[src/rtl/alu_mul_seq.sv]
`default_nettype none
// ============================================================================
// Module   : alu_mul_seq
// Brief    : Shift-and-add multiply sequencer driving the shared ALU buses.
// Revision : 1.0 - initial release
// ============================================================================
module alu_mul_seq #(
    parameter int         WIDTH  = 16,
    parameter logic [2:0] OP_ADD = 3'b000,
    parameter logic [2:0] OP_SHR = 3'b010,
    parameter logic [2:0] OP_SHL = 3'b011,
    parameter logic [2:0] OP_DIR = 3'b110
) (
    input  logic             clk,
    input  logic             rst,
    input  logic             start,
    input  logic [WIDTH-1:0] op_a,
    input  logic [WIDTH-1:0] op_b,
    output logic             busy,
    output logic             done,
    output logic [WIDTH-1:0] result,
    output logic             alu_own,
    output logic [WIDTH-1:0] alu_a,
    output logic [WIDTH-1:0] alu_b,
    output logic [2:0]       alu_op,
    input  logic [WIDTH-1:0] alu_out
);

    typedef enum logic [2:0] {
        S_IDLE = 3'd0,
        S_TEST = 3'd1,
        S_ADD  = 3'd2,
        S_SHL  = 3'd3,
        S_SHR  = 3'd4,
        S_DONE = 3'd5
    } state_t;

    localparam logic [WIDTH-1:0] C_ONE = {{(WIDTH-1){1'b0}}, 1'b1};

    state_t           state_q, state_d;
    logic [WIDTH-1:0] mcand_q, mcand_d;
    logic [WIDTH-1:0] mplier_q, mplier_d;
    logic [WIDTH-1:0] acc_q, acc_d;
    logic [WIDTH-1:0] result_q, result_d;

    always_ff @(posedge clk) begin
        if (rst) begin
            state_q  <= S_IDLE;
            mcand_q  <= '0;
            mplier_q <= '0;
            acc_q    <= '0;
            result_q <= '0;
        end else begin
            state_q  <= state_d;
            mcand_q  <= mcand_d;
            mplier_q <= mplier_d;
            acc_q    <= acc_d;
            result_q <= result_d;
        end
    end

    always_comb begin
        state_d  = state_q;
        mcand_d  = mcand_q;
        mplier_d = mplier_q;
        acc_d    = acc_q;
        result_d = result_q;
        alu_op   = OP_DIR;
        alu_a    = '0;
        alu_b    = '0;

        case (state_q)
            S_IDLE: begin
                if (start) begin
                    mcand_d  = op_a;
                    mplier_d = op_b;
                    acc_d    = '0;
                    state_d  = S_TEST;
                end
            end
            S_TEST: begin
                if (mplier_q == '0)
                    state_d = S_DONE;
                else if (mplier_q[0])
                    state_d = S_ADD;
                else
                    state_d = S_SHL;
            end
            S_ADD: begin
                alu_op  = OP_ADD;
                alu_a   = acc_q;
                alu_b   = mcand_q;
                acc_d   = alu_out;
                state_d = S_SHL;
            end
            S_SHL: begin
                alu_op  = OP_SHL;
                alu_a   = mcand_q;
                alu_b   = C_ONE;
                mcand_d = alu_out;
                state_d = S_SHR;
            end
            S_SHR: begin
                alu_op   = OP_SHR;
                alu_a    = mplier_q;
                alu_b    = C_ONE;
                mplier_d = alu_out;
                // The shifted multiplier is tested straight off the ALU output.
                if (alu_out == '0)
                    state_d = S_DONE;
                else if (alu_out[0])
                    state_d = S_ADD;
                else
                    state_d = S_SHL;
            end
            S_DONE: begin
                state_d = S_IDLE;
            end
            default: begin
                state_d = S_IDLE;
            end
        endcase

        // acc is stable in TEST and SHR, so capturing it on entry to DONE is exact.
        if ((state_d == S_DONE) && (state_q != S_DONE))
            result_d = acc_q;
    end

    assign busy    = (state_q != S_IDLE);
    assign done    = (state_q == S_DONE);
    assign alu_own = busy;
    assign result  = result_q;

endmodule
`default_nettype wire

[config.mk]
export PLATFORM = sky130hd
export DESIGN_NAME = alu_mul_seq
export DESIGN_NICKNAME = d
export VERILOG_FILES = /design/src/rtl/alu_mul_seq.sv
export SDC_FILE = /design/constraint.sdc
export NUM_CORES = 1
export LEC_CHECK = 0
export ABC_AREA = 1
export CAP_MARGIN = 10
export CORE_MARGIN = 1.5
export CORE_UTILIZATION = 42
export DETAILED_ROUTE_END_ITERATION = 12
export GPL_ROUTABILITY_DRIVEN = 0
export GPL_TIMING_DRIVEN = 0
export MAX_ROUTING_LAYER = met4
export PLACE_DENSITY = 0.77
export SLEW_MARGIN = 5
export SYNTH_ARGS = -nofsm -noshare
export SYNTH_HDL_FRONTEND = slang
export SYNTH_SLANG_ARGS = --single-unit
[constraint.sdc]
create_clock -name clk -period 1.65 [get_ports clk]
set_clock_uncertainty 0.1 [all_clocks]
set_input_delay 0.495 -clock clk [delete_from_list [all_inputs] [get_ports clk]]
set_output_delay 0.495 -clock clk [all_outputs]
set_load 0.01 [all_outputs]
# Word level (Yosys, flattened, before mapping)
# Index checks and enable logic that the tools add are counted.
# word_totals
reg_bits	67
latchBits	0
ramBits	0
romBits	0
in_bits	51
out_inout_bits	54
word_cells	40
mem_count	0
# op_classes
add_sub_neg	0
n_mul	0
n_div	0
order_cmp	0
n_eq_ne	8
shift	0
muxes	15
bitwise_logic	0
n_reduce_logical	12
# op_table
operator	n
16-bit one-hot mux with 2 select lines	4
16-bit 2-to-1 mux	3
16-bit one-hot mux with 3 select lines	1
16-bit logical NOT	2
3-bit one-hot mux with 5 select lines	1
3-bit == test (second input constant)	3
3-bit 2-to-1 mux	3
3-bit one-hot mux with 3 select lines	1
3-bit by 2-bit == test with 1-bit output (second input constant)	2
2-bit AND reduction	3
2-bit nonzero test	3
3-bit by 1-bit == test with 1-bit output (second input constant)	1
3-bit logical NOT	1
3-bit != test (second input constant)	1
3-bit nonzero test	1
1-bit 2-to-1 mux	2
2-bit != test (second input constant)	1
2-bit OR reduction	1
1-bit logical AND	1

# Longest topological paths before layout
# depth
ltp_word	5
depth_mapped	9

# Least setup slack after synthesis
# Ideal clock, no wire load.
# synth_timing
kind	reg2out
startpoint	register state_q[1]
endpoint	output alu_b[0]
t_arrival_ns	1.311
required_ns	1.055
slack_ns	-0.256
path_stages_with_launch	6
path_buffers	1
cell_sequence	dfxtp_1 > inv_1 > nor3_4 > buf_2 > nor3_2 > a31oi_1
# synth_between
elab_chain_cells	3
word_cells_on_any_way	5
cone_classes	eq/ne (3); mux (1); reduce/logical (1)
# synth_lines
item	line_no	source
start, declared	40	state_t state_q, state_d;
start signal, assigned	54	state_q <= state_d;
3-bit == test / 3-bit by 2-bit == test with 1-bit output (equally long branches)	72	case (state_q)
2-bit OR reduction (no line)	n/a	
16-bit one-hot mux with 2 select lines *	72	
end, declared	24	output logic [WIDTH-1:0] alu_b,
# Mark *: on every way between the ends. The rest lies on a longest branch, timed or not.

# Worst setup path after layout
# layout_timing
startpoint	register state_q[1]
endpoint	output alu_a[4]
# layout_between
elab_chain_cells	2
word_cells_on_any_way	4
cone_classes	eq/ne (3); mux (1)
# layout_lines
item	line_no	source
3-bit == test / 3-bit by 2-bit == test with 1-bit output (equally long branches)	72	
16-bit one-hot mux with 3 select lines *	72	
end, declared	23	output logic [WIDTH-1:0] alu_a,
# Marked as above.

==> metrics.md <==
| Metric | Value |
|---|---|
| Synth area leaders | dfxtp_1, nand2_1, a21oi_1 |
| Via-to-Cell Ratio | 6.04 |
| Final nets | 725 |
| Initial antenna violation count | 0 |
| Net Count, Synth | 564 |
| Finished Layout Cells | 781 |
| Ys async rst share | 0 |
| Drt first pass iters | 6 |
| Finished layout cell area | 0.00624 mm^2 |
| Max-cap viol count | 0 |
| Reg2Reg Setup Slack | -0.36 ns |
| Crit Path Max Fanout | 6 |
| Post-Place Worst Slack | -0.885 ns |
| HPWL after DPL | 8.76 mm |
| Core Util, Final | 0.803 |
| Die Width | 92.9 um |
| Crit path largest cell delay | 0.36 ns |
| Pwr Density | 1740 mW/mm^2 |
| Synth-to-Final Area Change | 83.7% |
| Maximum VDD drop | 748 uV |
| Synth top area share | 0.395 |
| Worst min-delay path class | input pin to flip-flop |
| Most frequent CP cell | buf_12 |
| First-pass GRT wire length | 20.9 mm |
| Pin count of the biggest net entering global routing | 13 |
| CP max-delay cell | dfxtp_4 |
| Filler Cell Count | 437 |
| Top_reg_cell synth | dfxtp_1 |
| Full die area | 0.00864 mm^2 |
| Cell count after synthesis | 513 |
| RR Endpoint | result[7]$_SDFFE_PP0P_ |
| CTS tree | yes |
| Layout cells sized above 1 | 0.402 |
| Area leader, netlist | dfxtp_1 |
| Hold Crit Depth | 3 |
| Setup CP Type | flip-flop to output port |
| Row count | 32 |
| Placed cell area | 0.00474 mm^2 |
| DR DRC count | 0 |
| Clk sink count | 67 |
| Core Area | 0.00777 mm^2 |
| Commonest cells post-synth | nand2_1, dfxtp_1, nor2_1 |
| Worst Path Required | 1.05 ns |
| Buf/Inv on CP | 4 |
| Synth unique cells | 26 |
| Final ANT Viol Nets | 0 |
| Synthesis-stage register bit count | 67 |
| Detailed Route Iter0 Violations | 563 |
| Critical-path cell list | buf_4 > nor2_4 > nand2_4 > buf_12 > buf_12 > o221ai_2 > buf_2 |
| RSZ-0062 raised after global routing | true |
| Post-synth EDFFs | 0 |
| Mean post-synth cell area | 6.62 um^2 |
| Failing checks | setup timing |
| Clock root buffer master | clkbuf_8 |
| Clock-pin slew on the worst setup and hold paths | 0.08 ns |
| P_leak | 2.62 nW |
| DR vias | 4718 |
| N_diodes | 0 |
| WL per Instance | 22.3 um |
| IO Count | 105 |
| Crit start category | flip-flop |
| Hold-fix buffers at CTS | 0 |
| Die height | 92.9 um |
| Clk_lat worst skew | 0.36 ns |
| Final setup vio count | 104 |
| Num CTS Buffers | 9 |
| Crit path capture type | output port |
| Sequential share of the synthesized area | 0.395 |
| Highest clock rate | 423 MHz |
| Count leader, synth | nand2_1 |
| WP data arrival | 1.77 ns |
| Hold Crit Start | alu_out[15] |
| Vias in the first global route | 4283 |
| Reg-to-Reg Start | state_q[1]$_SDFF_PP0_ |
| Total global routing track utilization | 0.325 |
| WL final | 17.4 mm |
| Netlist Area Pre-Place | 0.00340 mm^2 |
| Final slew viol count | 0 |
| R2R cell count | 11 |
| Run status | complete, but fails checks |
| Tcrit/Tclk final | 1.43 |
| Final worst slack | -0.714 ns |
| # port buffers | 104 |
| Gr ovfl total | 0 |
| H-tree levels | 3 |
| Clock buffer depth | 2 |
| Relative slew slack | 0.556 |
| Initial Util | 0.437 |
| Worst-Margin Slew | 0.667 ns |
| Final hold viol count | 0 |
| CP delay by family, top | buffers and inverters |
| Sink of the worst hold path | acc_q[15]$_SDFFE_PP0P_ |
| Period minus WS final | 2.36 ns |
| Synthesis Warnings | 0 |
| Placed Cells incl. Taps | 719 |
[routing by layer]
layer | vias up | wire length, um | GRT usage
li1 | 1985 | - | -
met1 | 2152 | 6080 | 0.375
met2 | 447 | 8140 | 0.533
met3 | 134 | 2000 | 0.0517
met4 | 0 | 1210 | 0.189
met5 | - | 0 | -
[metrics by stage]
stage	hold WS (ns)	TNS, ns	power (mW)
finish	0.381	-34.77	10.9
global route	0.380	-38.26	11.2
CTS	0.367	-19.99	8.83
global placement	0.347	-52.18	6.09
floorplan	0.339	-3.20	4.89
detailed placement	0.358	-55.50	6.21
[state kept, by name, summed over array words and instances, names as in the netlist]
signal	flops
mplier_q	16
result	16
mcand_q	16
state_q	3
acc_q	16
[power by group]
group / switching, mW / leakage (nW) / internal [mW]
clock network: 0.739 / 0.0985 / 0.688
registers: 0.399 / 0.550 / 2.12
logic: 3.93 / 1.97 / 3.00
total: 5.07 / 2.62 / 5.81
[cell usage in the layout, fill, tap and decap left out, types with 9 or more instances in the layout]
master           count
nand2_1            134
dfxtp_1             64
buf_6               50
inv_1               48
nor2_1              34
clkdlybuf4s50_1     34
a21oi_2             31
dlygate4sd2_1       31
buf_4               24
a21oi_1             21
buf_2               17
a31oi_1             16
nor2_4              14
nand3_2             14
nand2_2             13
clkbuf_8            11
o21ai_1             10
o21ai_2             10
clkbuf_16            9
[tightest hold or removal path, cell delays in order]
cell,delay [ns]
clkbuf_2,0.15
nand2_1,0.09
a21oi_1,0.06
[how the worst max path moves through the flow]
stage                                from  endpoint  slack, ns  cells after the start
CTS                 state_q[1]$_SDFF_PP0_  alu_a[3]      -0.61                      6
global placement    state_q[1]$_SDFF_PP0_  alu_a[6]      -0.83                      6
global route        state_q[1]$_SDFF_PP0_  alu_a[4]      -0.74                      7
detailed placement  state_q[1]$_SDFF_PP0_  alu_a[3]      -0.89                      6
finish              state_q[1]$_SDFF_PP0_  alu_a[4]      -0.71                      7
floorplan           state_q[1]$_SDFF_PP0_  alu_b[0]      -0.12                      5
[layout make-up]
cell class,count,area (um^2),area share
timing repair buffer,153,1500,0.241
clock buffer,12,166,0.0267
tap,102,128,0.0204
inverter,56,243,0.0389
multi-input combinational,356,2420,0.388
buffer,31,400,0.0642
sequential,67,1350,0.217
clock inverter,4,30.0,0.00481
[kinds of logic (layout without fill, tap and decap cells)]
logic type	Yosys count	count (layout)	synth area share
buffers and inverters	90	256	0.115
DFF	67	67	0.395
and+or+nand+nor	240	240	0.295
AOI/OAI and AO/OA	116	116	0.195
[what timing repair did]
item,4_1_cts,5_1_grt
resized for setup,316,160
endpoints found under the setup margin,100,101
cloned,5,6
pin swaps,9,25
setup buffers,20,20
(Power assumes the default switching activity.)
